### src/rtl/sw_debounce_pkg.sv
// Shared types and default constants for the switch debouncer.
// Edge pulses are built only when SW_DEBOUNCE_EDGE_EN is defined.
package sw_debounce_pkg;

    typedef enum logic [0:0] {
        DB_STABLE   = 1'b0,
        DB_SETTLING = 1'b1
    } db_state_t;

    localparam int SW_WIDTH           = 4;
    localparam int SW_DEBOUNCE_CYCLES = 50000;

endpackage

### src/rtl/sw_debounce_chan.sv
// One switch channel: two-flop synchroniser, settle FSM with counter, edge pulses.
// Edge registers exist only when SW_DEBOUNCE_EDGE_EN is defined; otherwise rise/fall are 0.
module sw_debounce_chan
    import sw_debounce_pkg::*;
#(
    parameter int DEBOUNCE_CYCLES = SW_DEBOUNCE_CYCLES,
    parameter int CNT_W           = 16
) (
    input  logic clk,
    input  logic rst,
    input  logic sw,
    output logic db_out,
    output logic rise,
    output logic fall
);

    localparam logic [CNT_W-1:0] CNT_LAST = CNT_W'(DEBOUNCE_CYCLES - 1);

    logic             s1;
    logic             s2;
    db_state_t        state;
    db_state_t        state_nxt;
    logic [CNT_W-1:0] cnt;
    logic [CNT_W-1:0] cnt_nxt;
    logic             db_nxt;

    always_comb begin
        state_nxt = state;
        cnt_nxt   = cnt;
        db_nxt    = db_out;
        case (state)
            DB_STABLE: begin
                cnt_nxt = '0;
                if (s2 != db_out) begin
                    // A one-cycle window needs no counting: accept on first sight.
                    if (DEBOUNCE_CYCLES == 1) begin
                        db_nxt = s2;
                    end else begin
                        state_nxt = DB_SETTLING;
                        cnt_nxt   = CNT_W'(1);
                    end
                end
            end
            DB_SETTLING: begin
                if (s2 == db_out) begin
                    state_nxt = DB_STABLE;
                    cnt_nxt   = '0;
                end else if (cnt == CNT_LAST) begin
                    db_nxt    = s2;
                    state_nxt = DB_STABLE;
                    cnt_nxt   = '0;
                end else begin
                    cnt_nxt = cnt + CNT_W'(1);
                end
            end
        endcase
    end

    always_ff @(posedge clk) begin
        if (rst) begin
            s1     <= 1'b0;
            s2     <= 1'b0;
            state  <= DB_STABLE;
            cnt    <= '0;
            db_out <= 1'b0;
        end else begin
            s1     <= sw;
            s2     <= s1;
            state  <= state_nxt;
            cnt    <= cnt_nxt;
            db_out <= db_nxt;
        end
    end

`ifdef SW_DEBOUNCE_EDGE_EN
    // Pulses coincide with the db_out update; a reset never produces one.
    always_ff @(posedge clk) begin
        if (rst) begin
            rise <= 1'b0;
            fall <= 1'b0;
        end else begin
            rise <= db_nxt & ~db_out;
            fall <= ~db_nxt & db_out;
        end
    end
`else
    assign rise = 1'b0;
    assign fall = 1'b0;
`endif

endmodule

### src/rtl/sw_debounce.sv
// Multi-channel slide-switch conditioner: one independent debounce channel per pin.
// Define SW_DEBOUNCE_EDGE_EN to generate the rise/fall pulses; ports exist in both builds.
module sw_debounce
    import sw_debounce_pkg::*;
#(
    parameter int WIDTH           = SW_WIDTH,
    parameter int DEBOUNCE_CYCLES = SW_DEBOUNCE_CYCLES,
    parameter int CNT_W           = 16
) (
    input  logic             clk,
    input  logic             rst,
    input  logic [WIDTH-1:0] sw,
    output logic [WIDTH-1:0] db_out,
    output logic [WIDTH-1:0] rise,
    output logic [WIDTH-1:0] fall
);

    for (genvar i = 0; i < WIDTH; i++) begin : g_chan
        sw_debounce_chan #(
            .DEBOUNCE_CYCLES (DEBOUNCE_CYCLES),
            .CNT_W           (CNT_W)
        ) u_chan (
            .clk    (clk),
            .rst    (rst),
            .sw     (sw[i]),
            .db_out (db_out[i]),
            .rise   (rise[i]),
            .fall   (fall[i])
        );
    end

endmodule

### config.mk
export PLATFORM = sky130hd
export DESIGN_NAME = sw_debounce
export DESIGN_NICKNAME = d
export VERILOG_FILES = /design/src/rtl/sw_debounce_pkg.sv /design/src/rtl/sw_debounce_chan.sv /design/src/rtl/sw_debounce.sv
export SDC_FILE = /design/constraint.sdc
export NUM_CORES = 1
export LEC_CHECK = 0
export BUFFER_PORTS_ARGS = -buffer_cell sky130_fd_sc_hd__buf_2
export CELL_PAD_IN_SITES_DETAIL_PLACEMENT = 1
export CELL_PAD_IN_SITES_GLOBAL_PLACEMENT = 1
export CORE_MARGIN = 1
export CORE_UTILIZATION = 52
export CTS_BUF_LIST = sky130_fd_sc_hd__clkbuf_8
export DETAILED_ROUTE_END_ITERATION = 6
export HOLD_SLACK_MARGIN = 0.02
export PLACE_DENSITY_LB_ADDON = 0.1
export REMOVE_ABC_BUFFERS = 1
export SYNTH_ARGS = -nofsm -noshare
export SYNTH_HDL_FRONTEND = slang
export SYNTH_SLANG_ARGS = --single-unit
export TNS_END_PERCENT = 5
### constraint.sdc
create_clock -name clk -period 4.7 [get_ports clk]
set_clock_uncertainty 0.15 [all_clocks]
set_input_delay 0.47 -clock clk [delete_from_list [all_inputs] [get_ports clk]]
set_output_delay 0.47 -clock clk [all_outputs]
set_load 0.1 [all_outputs]
* Word-level counts from Yosys, hierarchy flattened
Index checks and enable logic that the tools add are counted.
Storage, ports and cells: word-level logic and storage cells 80, bits of input ports 6, output and inout bits 12, register bits 80
Cells by class: mux-type cells 32, reductions and logical operators 4, bitwise gates (word level) 8, equal/unequal tests 12, add/subtract/negate cells 4
Operator list (number):
- 2-to-1 mux 16 bit | 8
- case mux 16 bit (2 select lines) | 4
- adder 16 x 1 -> 16 bit (second input constant) | 4
- == test 16 bit (second input constant) | 4
- 2-to-1 mux 1 bit | 16
- AND reduction 3 bit | 4
- NOT 1 bit | 8
- case mux 1 bit (2 select lines) | 4
- == test 1 bit | 4
- inequality test 1 bit | 4

* Longest topological paths before layout
depth in word-level cells 4, mapped depth 6, depth with buffers taken out 5

* By module
From an unflattened synthesis, not the netlist that was laid out.
Second synthesis, totals: cells, all modules 388, area, all modules 3638.5 um^2
By module, submodules not included:
- sw_debounce_chan | area an instance 909.6 um^2, sequential area each 400.4 um^2, cells an instance 97, times used 4

* Worst setup path before layout
No wires, ideal clock.
path kind reg-to-reg, start register g_chan[0].u_chan.cnt[11], end register g_chan[0].u_chan.cnt[10], setup time 0.115 ns, required time 4.435 ns, stages on the path, launching flop included 6, setup slack 2.663 ns, clock period less this slack 2.037 ns, data arrival time 1.772 ns, buffers on the path 1, path through dfxtp_1 or4b_1 or4_4 nand3_1 buf_4 nor2_1
On the way: cells in the longest elaborated chain, start to end 4
Ends and longest elaborated chain:
- from (decl) | RTL line sw_debounce_chan.sv:23 | logic [CNT_W-1:0] cnt;
- from (signal assigned) | RTL line sw_debounce_chan.sv:70 | cnt <= cnt_nxt;
- == test 16 bit | RTL line sw_debounce_chan.sv:48 | end else if (cnt == CNT_LAST) begin
- 2-to-1 mux 16 bit | RTL line sw_debounce_chan.sv:48
- 2-to-1 mux 16 bit | RTL line sw_debounce_chan.sv:45 | if (s2 == db_out) begin
- case mux 16 bit (2 select lines) | RTL line sw_debounce_chan.sv:31 | case (state)
No other way between the ends. A chain may end at the register's enable or synchronous reset.

* Final worst setup path
start register g_chan[0].u_chan.cnt[11], end register g_chan[0].u_chan.cnt[2]
Same word-level chain as after synthesis.

==> impl_results.md <==
* Sequential share of the synthesized area at 46.3%
* CP Class: flip-flop to flip-flop
* FFs w/ async S/R, synth at 0%
* Most used DFF post-synth: dfxtp_1
* Initial drt markers at 42
* CTS root buf: clkbuf_8
* IO Port Bufs at 9
* Worst-skew pair later-pin latency at 0.35 ns
* Highest clock rate at 0.436 GHz
* Grt ovf at 0
* Finish-stage setup viols at 0
* Critical Path Fanout Max at 15
* Starting Density at between 50% and 60%
* Global Route Usage Sum at 21.6%
* Clock Sinks at 80
* Slew @ Worst Pin at 0.585 ns
* RSZ-0062 raised after global routing: false
* Post-DP HPWL at roughly 4800 microns
* Syn Area/Cell at 8.85 sq um
* Die W at approximately 84 microns
* Synthesized area at 3460 sq um
* FP Rows at 29
* Inst Count DP at 465
* Share of cells above drive strength 1 at 6.44%
* Post-route setup slack at 2.40 ns
* VDD IR max at between 0.00015 and 0.0002 V
* TNS Setup at 0 ns
* Detail Route Antenna Nets at 0
* Wirelength per Cell at roughly 14 microns
* P&R area growth vs syn at 7.52%
* Hold Crit Class: input pin to flip-flop
* Max-slew violations at 0
* Status: finished, final reports clean
* DRC viols at 0
* Cells taking the most area after synthesis: dfxtp_1 46%, xnor2_1 13%, nor2_1 7.6%
* CP startpoint kind: flip-flop
* Die ar. at 6990 sq um
* Reg clk slew, reported paths at 0.08 ns
* Final Hold Vio Count at 0
* First-pass iteration count of the detailed router at 4
* CTS tree: yes
* Cts hold-fix bufs at 0
* Worst rel slew slack at 60.9%
* Setup slack at placement at 2.38 ns
* First-pass GRT wire length at 12200 microns
* CTS H-tree lvls at 3
* Vias in the first global route at 2677
* NumNets Final at 409
* Fin Hold WS at around 0.18 ns
* Finished Core Util at roughly three fifths
* Yosys cell types at 35
* Lkg Pwr at 1.06 nW
* Setup bufs post-CTS at 0
* Yosys top cell area share at 46.3%
* Max Cap Viol at 0
* Vias at 2623
* Most frequent cell after synthesis: dfxtp_1
* DRT Wirelength at 6840 microns
* Core area at 6390 sq um
* Largest net degree at the start of global routing at 24
* Worst Path Required at approximately 4.8 ns
* Vias per cell at 5.45
* Die Y at 83.6 microns
* Initial antenna violation count at 0
* Flops & latches, synth at 80
* Post-synth top area cell: dfxtp_1
* Crit. End Element: flip-flop
* Worst R2R Setup Slack at ~2.4 ns
* YS warnings at 0
* Number of buffers created by CTS at 9
* Power Dens Cells at 341 nW/um^2
* Finished Layout Cells at 481
* PostCTS Resize Cnt at 0
* Synth cell count leaders: 80 x dfxtp_1, 70 x nor2_1, 52 x xnor2_1, 21 x inv_1, 21 x nand3_1
* GPL Wtd Cong at 0.838
* # IOs at 18
* WP data arrival at 2.36 ns
* Max clock buf depth at 2
* Post-synth EDFFs at 0
* Period utilization at ~49%
* N_diodes at 0
* Tmin final at 2.30 ns
* Syn Inst Count at just under 400
-- final cells by class --
class / instances / area [sq um]
inverters: 21 / 78.8
clock buffers: 10 / 138
fillers: 773 / 2670
flip-flops and latches: 80 / 1600
multi-input cells: 278 / 1690
well taps: 77 / 96.3
clock inverters: 6 / 76.3
repair buffers: 9 / 45.0
-- stage by stage --
| step | total power [mW] | instance area, sq um |
|---|---|---|
| after floorplan | 0.735 | 3370 |
| after CTS | 1.29 | 3720 |
| after detailed placement | 0.742 | 3510 |
| after global routing | 1.31 | 3720 |
| final | 1.27 | 3720 |
| after global placement | 0.740 | 3510 |
-- cell usage in the layout (no fill, tap or decap), drive strengths merged, types with 9 or more instances in the layout --
| master | n |
|---|---|
| nor2 | 70 |
| nor3 | 16 |
| nand4 | 14 |
| dfxtp | 80 |
| buf | 9 |
| clkbuf | 10 |
| xnor2 | 52 |
| nand3 | 21 |
| nand2 | 16 |
| nor4 | 16 |
| inv | 24 |
-- cell families (layout without fill, tap and decap cells) --
logic type | count (synthesis) | after routing | synth area share (%)
AOI/OAI and AO/OA | 18 | 18 | 3.36
muxes | 2 | 2 | 0.578
xor gates and xnor gates | 56 | 56 | 14.2
other | 1 | 8 | 0.108
buffers and inverters | 40 | 46 | 5.78
and+or+nand+nor | 190 | 190 | 28.3
adders and majority gates | 4 | 4 | 1.45
DFF | 80 | 80 | 46.3
-- state kept, by name, indices dropped and copies added (netlist names) --
signal and flops:
g_chan.u_chan.s2 4, g_chan.u_chan.db_out 4, g_chan.u_chan.cnt 64, g_chan.u_chan.s1 4, g_chan.u_chan.state 4
-- per-layer routing --
layer / up-vias / global-route usage [%] / wire length (microns) / share of wire, %
met4: 0 / 12.2 / 169 / 2.5
met3: 12 / 3.46 / 154 / 2.3
met2: 37 / 35.9 / 3280 / 48
met5: - / 0 / 0 / 0
met1: 1248 / 26.7 / 3230 / 47
li1: 1326 / - / - / -
-- worst paths after layout --
check	startpoint	cells after the start	to
setup / recovery	g_chan[0].u_chan.cnt[11]	4	g_chan[0].u_chan.cnt[2]
hold / removal	sw[3]	2	g_chan[3].u_chan.s1
setup reg to reg	g_chan[0].u_chan.cnt[11]	4	g_chan[0].u_chan.cnt[2]
hold reg to reg	g_chan[0].u_chan.s1	1	g_chan[0].u_chan.s2
-- worst max-delay path: stages, from the launching register on --
cell and delay [ns]:
dfxtp_1 0.36, or4b_1 0.54, or4_4 0.57, nand3_1 0.44
nor2_1 0.10
-- power breakdown --
group / switching [mW] / leakage [nW] / internal, mW
logic: 0.0346 / 0.296 / 0.00593
clock network: 0.236 / 0.120 / 0.307
registers: 0.00285 / 0.646 / 0.682
total: 0.273 / 1.06 / 0.995
Note: power is estimated with default switching activity, not from simulation.
